`config.mk`:
```
export PLATFORM = sky130hd
export DESIGN_NAME = patch_loader
export DESIGN_NICKNAME = d
export VERILOG_FILES = /design/src/rtl/patch_loader_pkg.sv /design/src/rtl/patch_loader_fifo.sv /design/src/rtl/patch_loader.sv
export SDC_FILE = /design/constraint.sdc
export NUM_CORES = 2
export LEC_CHECK = 0
export ABC_AREA = 1
export BUFFER_PORTS_ARGS = -buffer_cell sky130_fd_sc_hd__buf_2
export CAP_MARGIN = 20
export CORE_AREA = 2 2 510 512
export CTS_BUF_LIST = sky130_fd_sc_hd__clkbuf_2 sky130_fd_sc_hd__clkbuf_4 sky130_fd_sc_hd__clkbuf_8
export CTS_CLUSTER_DIAMETER = 120
export DETAILED_ROUTE_END_ITERATION = 6
export DIE_AREA = 0 0 512 514
export SLEW_MARGIN = 40
export SYNTH_ARGS = -nofsm -noshare
export SYNTH_HDL_FRONTEND = slang
export SYNTH_HIERARCHICAL = 1
export SYNTH_SLANG_ARGS = --single-unit
```
`constraint.sdc`:
```
create_clock -name clk -period 18.2 [get_ports clk]
set_input_delay 1.82 -clock clk [delete_from_list [all_inputs] [get_ports clk]]
set_output_delay 1.82 -clock clk [all_outputs]
set_load 0.1 [all_outputs]
```
`src/rtl/patch_loader_pkg.sv`:
```
// Shared definitions for the patch loader: FSM state encoding and FIFO depth.
package patch_loader_pkg;

  typedef enum logic [1:0] {
    ST_IDLE = 2'd0,
    ST_LOAD = 2'd1,
    ST_DONE = 2'd2
  } state_t;

  // Depth of the input skid FIFO between the aggregator and the memory port.
  localparam int unsigned FIFO_DEPTH = 2;

endpackage

```
`src/rtl/patch_loader_fifo.sv`:
```
// Two-entry FIFO buffering aggregated words ahead of the memory write port.
// Push on full and pop on empty are ignored; push and pop in the same cycle
// are both honoured whenever the FIFO is neither full (push) nor empty (pop).
module patch_loader_fifo
  import patch_loader_pkg::*;
#(
  parameter int WIDTH = 8
) (
  input  logic             clk,
  input  logic             rst_n,
  input  logic             push_i,
  input  logic             pop_i,
  input  logic [WIDTH-1:0] din_i,
  output logic [WIDTH-1:0] dout_o,
  output logic             full_o,
  output logic             empty_o
);

  localparam int PW = $clog2(FIFO_DEPTH);
  localparam int CW = $clog2(FIFO_DEPTH + 1);

  logic [WIDTH-1:0] mem_q [FIFO_DEPTH];
  logic [PW-1:0]    rd_ptr_q;
  logic [PW-1:0]    wr_ptr_q;
  logic [CW-1:0]    count_q;
  logic             do_push;
  logic             do_pop;

  assign full_o  = (count_q == CW'(FIFO_DEPTH));
  assign empty_o = (count_q == '0);
  assign do_push = push_i && !full_o;
  assign do_pop  = pop_i && !empty_o;
  assign dout_o  = mem_q[rd_ptr_q];

  // Storage, pointers and occupancy; storage clears so the head reads 0 after reset.
  always_ff @(posedge clk) begin
    if (!rst_n) begin
      for (int i = 0; i < FIFO_DEPTH; i++) mem_q[i] <= '0;
      rd_ptr_q <= '0;
      wr_ptr_q <= '0;
      count_q  <= '0;
    end else begin
      if (do_push) begin
        mem_q[wr_ptr_q] <= din_i;
        wr_ptr_q        <= wr_ptr_q + PW'(1);
      end
      if (do_pop) rd_ptr_q <= rd_ptr_q + PW'(1);
      case ({do_push, do_pop})
        2'b10:   count_q <= count_q + CW'(1);
        2'b01:   count_q <= count_q - CW'(1);
        default: count_q <= count_q;
      endcase
    end
  end

endmodule

```
`src/rtl/patch_loader.sv`:
```
// Patch loader: accepts num_words aggregated words from the upstream aggregator
// and writes them in order to consecutive memory addresses starting at base_addr.
// Optional feature macro: PATCH_LOADER_CHECKSUM_EN adds a lane-XOR checksum output.
//
// Handshakes: an input word transfers on a cycle where in_enq && in_full_n;
// a memory write transfers on a cycle where mem_wen is high (mem_wen already
// includes mem_ready). in_full_n and mem_wen never depend on in_enq.
module patch_loader
  import patch_loader_pkg::*;
#(
  parameter int DATA_WIDTH  = 16,
  parameter int FETCH_WIDTH = 40,
  parameter int ADDR_WIDTH  = 10
) (
  input  logic                              clk,
  input  logic                              rst_n,
  input  logic [FETCH_WIDTH*DATA_WIDTH-1:0] in_data,
  input  logic                              in_enq,
  output logic                              in_full_n,
  input  logic                              start,
  input  logic [ADDR_WIDTH-1:0]             base_addr,
  input  logic [ADDR_WIDTH-1:0]             num_words,
  input  logic                              mem_ready,
  output logic                              mem_wen,
  output logic [ADDR_WIDTH-1:0]             mem_waddr,
  output logic [FETCH_WIDTH*DATA_WIDTH-1:0] mem_wdata,
  output logic                              busy,
  output logic                              done,
`ifdef PATCH_LOADER_CHECKSUM_EN
  output logic [DATA_WIDTH-1:0]             checksum,
`endif
  output state_t                            dbg_state
);

  localparam int WORD_W = FETCH_WIDTH * DATA_WIDTH;

  state_t                state_q, state_d;
  logic [ADDR_WIDTH-1:0] base_q, base_d;
  logic [ADDR_WIDTH-1:0] num_q, num_d;
  logic [ADDR_WIDTH-1:0] acc_q, acc_d;   // words accepted from upstream
  logic [ADDR_WIDTH-1:0] wr_q, wr_d;     // words written to memory

  logic              fifo_full;
  logic              fifo_empty;
  logic [WORD_W-1:0] fifo_head;
  logic              push;
  logic              pop;

  // Accept only while loading, with room, and before the requested count is reached.
  assign in_full_n = (state_q == ST_LOAD) && !fifo_full && (acc_q < num_q);
  assign push      = in_enq && in_full_n;
  assign mem_wen   = (state_q == ST_LOAD) && !fifo_empty && mem_ready;
  assign pop       = mem_wen;
  assign mem_wdata = fifo_head;
  assign mem_waddr = base_q + wr_q;   // wraps modulo 2^ADDR_WIDTH
  assign busy      = (state_q == ST_LOAD);
  assign done      = (state_q == ST_DONE);
  assign dbg_state = state_q;

  patch_loader_fifo #(
    .WIDTH (WORD_W)
  ) u_fifo (
    .clk     (clk),
    .rst_n   (rst_n),
    .push_i  (push),
    .pop_i   (pop),
    .din_i   (in_data),
    .dout_o  (fifo_head),
    .full_o  (fifo_full),
    .empty_o (fifo_empty)
  );

  // State and load-context registers.
  always_ff @(posedge clk) begin
    if (!rst_n) begin
      state_q <= ST_IDLE;
      base_q  <= '0;
      num_q   <= '0;
      acc_q   <= '0;
      wr_q    <= '0;
    end else begin
      state_q <= state_d;
      base_q  <= base_d;
      num_q   <= num_d;
      acc_q   <= acc_d;
      wr_q    <= wr_d;
    end
  end

  // Next-state logic: latch the request, count transfers, finish on the last write.
  always_comb begin
    state_d = state_q;
    base_d  = base_q;
    num_d   = num_q;
    acc_d   = acc_q;
    wr_d    = wr_q;
    case (state_q)
      ST_IDLE: begin
        if (start) begin
          base_d  = base_addr;
          num_d   = num_words;
          acc_d   = '0;
          wr_d    = '0;
          state_d = (num_words == '0) ? ST_DONE : ST_LOAD;
        end
      end
      ST_LOAD: begin
        if (push) acc_d = acc_q + ADDR_WIDTH'(1);
        if (pop) begin
          wr_d = wr_q + ADDR_WIDTH'(1);
          if (wr_q == num_q - ADDR_WIDTH'(1)) state_d = ST_DONE;
        end
      end
      ST_DONE: state_d = ST_IDLE;
      default: state_d = ST_IDLE;
    endcase
  end

`ifdef PATCH_LOADER_CHECKSUM_EN
  logic [DATA_WIDTH-1:0] csum_q;

  function automatic logic [DATA_WIDTH-1:0] lane_xor(input logic [WORD_W-1:0] w);
    logic [DATA_WIDTH-1:0] acc;
    acc = '0;
    for (int i = 0; i < FETCH_WIDTH; i++) acc = acc ^ w[i*DATA_WIDTH +: DATA_WIDTH];
    return acc;
  endfunction

  // Running XOR of every lane written; cleared by an accepted start.
  always_ff @(posedge clk) begin
    if (!rst_n) begin
      csum_q <= '0;
    end else if ((state_q == ST_IDLE) && start) begin
      csum_q <= '0;
    end else if (mem_wen) begin
      csum_q <= csum_q ^ lane_xor(mem_wdata);
    end
  end

  assign checksum = csum_q;
`endif

endmodule

```
# Yosys cells after proc, flatten, opt, wreduce, memory -nomap -nowiden
# Memory sizes are Yosys's and may differ from the RTL's. A register that Yosys moved wholly into a read port is not among the register bits.
# Index checks and enable logic that the tools add are counted.
# word_totals
input_bits	665
output_inout_bits	656
ram_bits	1280
n_memories	1
elab_cells	67
regBits	46
# memory_table
memory	depth	width	read_ports	rd_ports_with_merged_regs	wr	line_no	rtl
u_fifo.mem_q	2	640	1	1	2	patch_loader_fifo.sv:22	logic [WIDTH-1:0] mem_q [FIFO_DEPTH];
# classes
reduce_logical	19
order_cmp	1
addsub	8
muxes	20
n_eq_ne	10
# op_table
operator	count
two-way mux 640 bit	1
OR reduction 640 bit	1
case mux 10 bit (2 select lines)	2
two-way mux 10 bit	3
adder 10 x 1 -> 10 bit, second input constant	2
adder 10 bit	1
== test 10 bit	1
zero test 10 bit	1
less-than comparator 10 bit	1
subtractor 10 x 1 -> 10 bit, second input constant	1
AND reduction 3 bit	3
two-way mux 1 bit	8
two-way mux 2 bit	4
case mux 2 bit (2 select lines)	2
logical AND 1 bit	7
== test 2 bit, second input constant	3
!= test 2 x 1 -> 1 bit, second input constant	3
== test 2 x 1 -> 1 bit, second input constant	2
zero test 2 bit	2
nonzero test 2 bit	2
adder 1 bit, second input constant	2
adder 2 x 1 -> 2 bit, second input constant	1
zero test 1 bit	2
!= test 2 bit, second input constant	1
2 further kinds	2

# Logic depth before layout (Yosys ltp)
# depth
ltp_word	11
depth_mapped	16
depth_no_buf	16

# By module
# Netlist, hierarchy kept.
# modules_own_cells
module	instances	cells_each	seq_area_each_um2	area_each_um2
patch_loader_fifo	1	4095	38537.0	54417.2
patch_loader	1	418	840.8	2824.0

# Worst setup path before layout
# OpenSTA, ideal clock, no wires.
# synth_path
path_kind	register -> register
start	register state_q[0], in the netlist dbg_state[0]
end	memory u_fifo/mem_q[1][0] in the netlist's numbering (enable)
slack_ns	0.454
required_ns	17.160
period_less_slack_ns	17.746
setup_time_ns	1.040
t_arrival_ns	16.706
path_buffers	3
path_stages_with_launch	14
cell_sequence	dfxtp_1 inv_2 nor2_4 nand3_2 nor2_4 nand4_4 inv_1 inv_1 nor2_2 nand3_1 buf_2 buf_6 buf_4 nand2_1
# synth_rtl
element	line_no	rtl
start: declaration	patch_loader.sv:37	state_t state_q, state_d;
start signal: assignment	patch_loader.sv:82	state_q <= state_d;
end: declaration	patch_loader_fifo.sv:22	

==> impl_metrics.yaml <==
drt:
  drt_iter0_markers: 3351
  num_vias: 39400
  firstDrtPassIters: 7
  drc: 0
  wirelength_mm: 218
  avgViaCountPerCell: 4.14
  wire_per_inst_um: 23.0
  ant_nets: 0
critical_path:
  crit_fanout: 70
  startpoint_type: "flop"
  required_ns: 16.38
  reg2reg_depth: 15
  crit_arrival_ns: 4.71
  ff2ff_setup_slack_ns: 12.30
  worstSetupPathType: "flop to primary output"
  r2r-start: "num_q[5]$_SDFFE_PN0P_"
  endpoint_kind: "primary output"
  timing.rr.end: "u_fifo/mem_q[0][521]$_SDFFCE_PN0P_"
clocking:
  cts_hold_buf: 0
  cts_tree: "built"
  cts_root_buf: "clkbuf_8"
  cts-htree-levels: 4
  clkTransAtPathRegs_ns: 0.06
  insertion_delay_ns: 0.95
  cts_buffer_depth: 4
  cts_buffers: 238
  post_cts_buffers: 0
  cts.sinks: 1327
  cts.repair.resized: 0
run_status:
  run_status: "completed"
global_route:
  gr-usage-met3: 0.0746
  grtUsageMet2: 0.263
  grt_max_degree: 159
  gr-total-overflow: 0
  busiest_layer: "met2"
  grt_pass1_vias: 39600
  grt_pass1_wl_mm: 296
  gr-usage-met1: 0.178
  antenna_found_initial: 107
  grt_use_total: 0.158
die:
  row_count: 187
  start_util: 0.222
  dieArea_mm2: 0.263
  core_area_mm2: 0.258
  fp.dieH_um: 514
  dieWidth_um: 512
  ios: 1321
worst_hold_path:
  min-delay-start: "u_fifo/rd_ptr_q$_SDFFE_PN0P_"
  holdPathStages: 2
  whs_endpoint: "u_fifo/rd_ptr_q$_SDFFE_PN0P_"
  hold_path_class: "flop to flop"
synthesis:
  syn_inst: 4513
  synth_cell_types: 36
  syn_area_mm2: 0.0572
  ys_warn_count: 6
  syn_avg_cell_area_um2: 12.7
  async_flop_share: 0
  synth-seq-cells: 1327
  synth_edf_count: 1280
  synth_seq_area_share: 0.688
  synth.net_count: 5201
  synth_ff_type: "edfxtp_1"
cells_and_area:
  fin_nets: 6591
  drive_gt1_frac: 0.393
  nFillCells: 26800
  multi_input_area_mm2: 0.0140
  syn_to_final_growth_pct: 26.1
  seqCellArea_mm2: 0.0394
sta:
  maxSlewHeadroom: 0.382
  rsz0062_at_grt: "no"
  setup_tns_ns: 0
  drv_slew: 0
  finalHoldWorstSlack_ns: 0.489
  finalClockSkew_ns: 0.0886
  hold_viol: 0
  layout_min_cycle_time_ns: 6.53
  fmax_mhz: 153
  fin_crit_sh: 0.359
  worst_pin_slew_ns: 0.926
  setup_viol_count_final: 0
power_and_ir_drop:
  p_leak_nw: 31.9
  p_per_area_mw_per_mm2: 106
  ir_worst_vdd_mv: 0.0729
flow_run:
  max_cap_violations: 0
placement:
  portBuffers: 1320
  gp_congestion: 0.934
  hpwl_mm: 164
==> cell usage after synthesis, types with 2 or more instances <==
| cell | count | area (um^2) |
|---|---|---|
| a21oi_1 | 44 | 220 |
| buf_2 | 141 | 706 |
| buf_4 | 50 | 375 |
| buf_6 | 19 | 214 |
| clkbuf_1 | 10 | 37.5 |
| dfxtp_1 | 47 | 941 |
| edfxtp_1 | 1280 | 38400 |
| ha_1 | 22 | 275 |
| inv_1 | 688 | 2580 |
| inv_2 | 5 | 18.8 |
| mux2_2 | 640 | 7210 |
| nand2_1 | 84 | 315 |
| nand2_2 | 2 | 12.5 |
| nand2_4 | 3 | 33.8 |
| nand3_1 | 38 | 190 |
| nand3_2 | 2 | 20.0 |
| nand3b_1 | 2 | 15.0 |
| nand4_1 | 6 | 37.5 |
| nor2_1 | 1350 | 5070 |
| nor2_2 | 4 | 25.0 |
| nor2_4 | 3 | 33.8 |
| nor3_1 | 10 | 50.1 |
| nor3_2 | 2 | 20.0 |
| o21ai_0 | 35 | 175 |
| o21bai_1 | 2 | 15.0 |
| xnor2_1 | 9 | 78.8 |
| xor2_1 | 6 | 52.6 |
==> flip-flops by register name (all words and copies together) (netlist names), named ones only <==
| register | flops |
|---|---|
| acc_q | 10 |
| wr_q | 10 |
| dbg_state | 2 |
| num_q | 10 |
| u_fifo/mem_q | 1280 |
| base_q | 10 |
| u_fifo/count_q | 2 |
| u_fifo/rd_ptr_q | 1 |
| u_fifo/wr_ptr_q | 1 |
==> power by group <==
group | internal (mW) | switching (mW)
registers | 3.51 | 0.0438
logic | 0.226 | 1.10
clock network | 1.49 | 1.28
total | 5.23 | 2.42
==> per-stage QoR <==
stage | setup WS [ns] | utilization | std cells | cell area, um^2 | power, mW
after floorplan | 0.454 | - | 4513 | 57200 | 4.69
after global placement | 10.89 | 0.260 | 9054 | 67200 | 4.94
after detailed placement | 11.29 | 0.261 | 9058 | 67400 | 4.96
after CTS | 11.18 | 0.279 | 9467 | 71900 | 7.76
after global routing | 11.39 | 0.280 | 9489 | 72200 | 7.94
final | 11.67 | 0.280 | 9505 | 72200 | 7.65
==> worst max-delay path by stage <==
| stage | end | cells after the start | start |
|---|---|---|---|
| final | mem_wdata[402] | 7 | flop |
| after floorplan | u_fifo/mem_q[1][0]$_SDFFCE_PN0P_ | 13 | dbg_state[0]$_SDFFE_PN0P_ |
| after global routing | mem_wdata[407] | 7 | flop |
| after global placement | u_fifo/mem_q[0][415]$_SDFFCE_PN0P_ | 10 | in_enq |
| after detailed placement | u_fifo/mem_q[0][413]$_SDFFCE_PN0P_ | 11 | in_enq |
| after CTS | mem_wdata[412] | 7 | flop |
==> cell usage in the layout (no fill, tap or decap), types with 5 or more instances in the layout <==
master	n
bufinv_16	10
clkinv_1	59
inv_1	688
dfxtp_1	46
nand3_1	36
buf_6	13
ha_1	22
mux2_2	640
nor3_1	10
nand4_1	6
buf_16	7
edfxtp_1	1280
xnor2_1	9
nor2_1	1350
clkbuf_8	241
o21ai_0	35
a21oi_1	44
buf_2	1320
clkinv_2	24
inv_2	5
buf_12	12
clkinvlp_4	7
xor2_1	6
nand2_1	82
clkbuf_4	61
diode_2	31
buf_4	19
==> routing by layer <==
metal  share of wire  vias up  wire length [um]
met2            0.48     1790            104000
met1            0.37    19300             81400
met5          0.0017        -               377
met4           0.030       58              6500
met3            0.12      394             25900
li1                -    17800                 -
==> cell families after synthesis <==
logic type | after synthesis | synth area share
buffers and inverters | 914 | 0.0688
and+or+nand+nor | 1509 | 0.102
muxes | 640 | 0.126
adders and majority gates | 23 | 0.00516
xor gates and xnor gates | 15 | 0.00230
DFF | 1327 | 0.688
AOI/OAI and AO/OA | 85 | 0.00765
==> critical path, cell delays in order (launching register included) <==
cell and delay (ns):
dfxtp_4 0.58, buf_12 0.33, buf_16 0.27, buf_16 0.32, buf_6 0.63, buf_6 0.59, mux2_2 0.31, buf_2 0.43
==> final cells by class <==
type / count / share of cell area
well taps: 3402 / 0.0590
repair buffers: 1371 / 0.102
clock inverters: 107 / 0.0110
multi-input cells: 2272 / 0.194
flip-flops and latches: 1327 / 0.545
diodes: 31 / 0.00107
clock buffers: 302 / 0.0523
inverters: 693 / 0.0360
No activity file was read; power rests on OpenSTA's default activity.
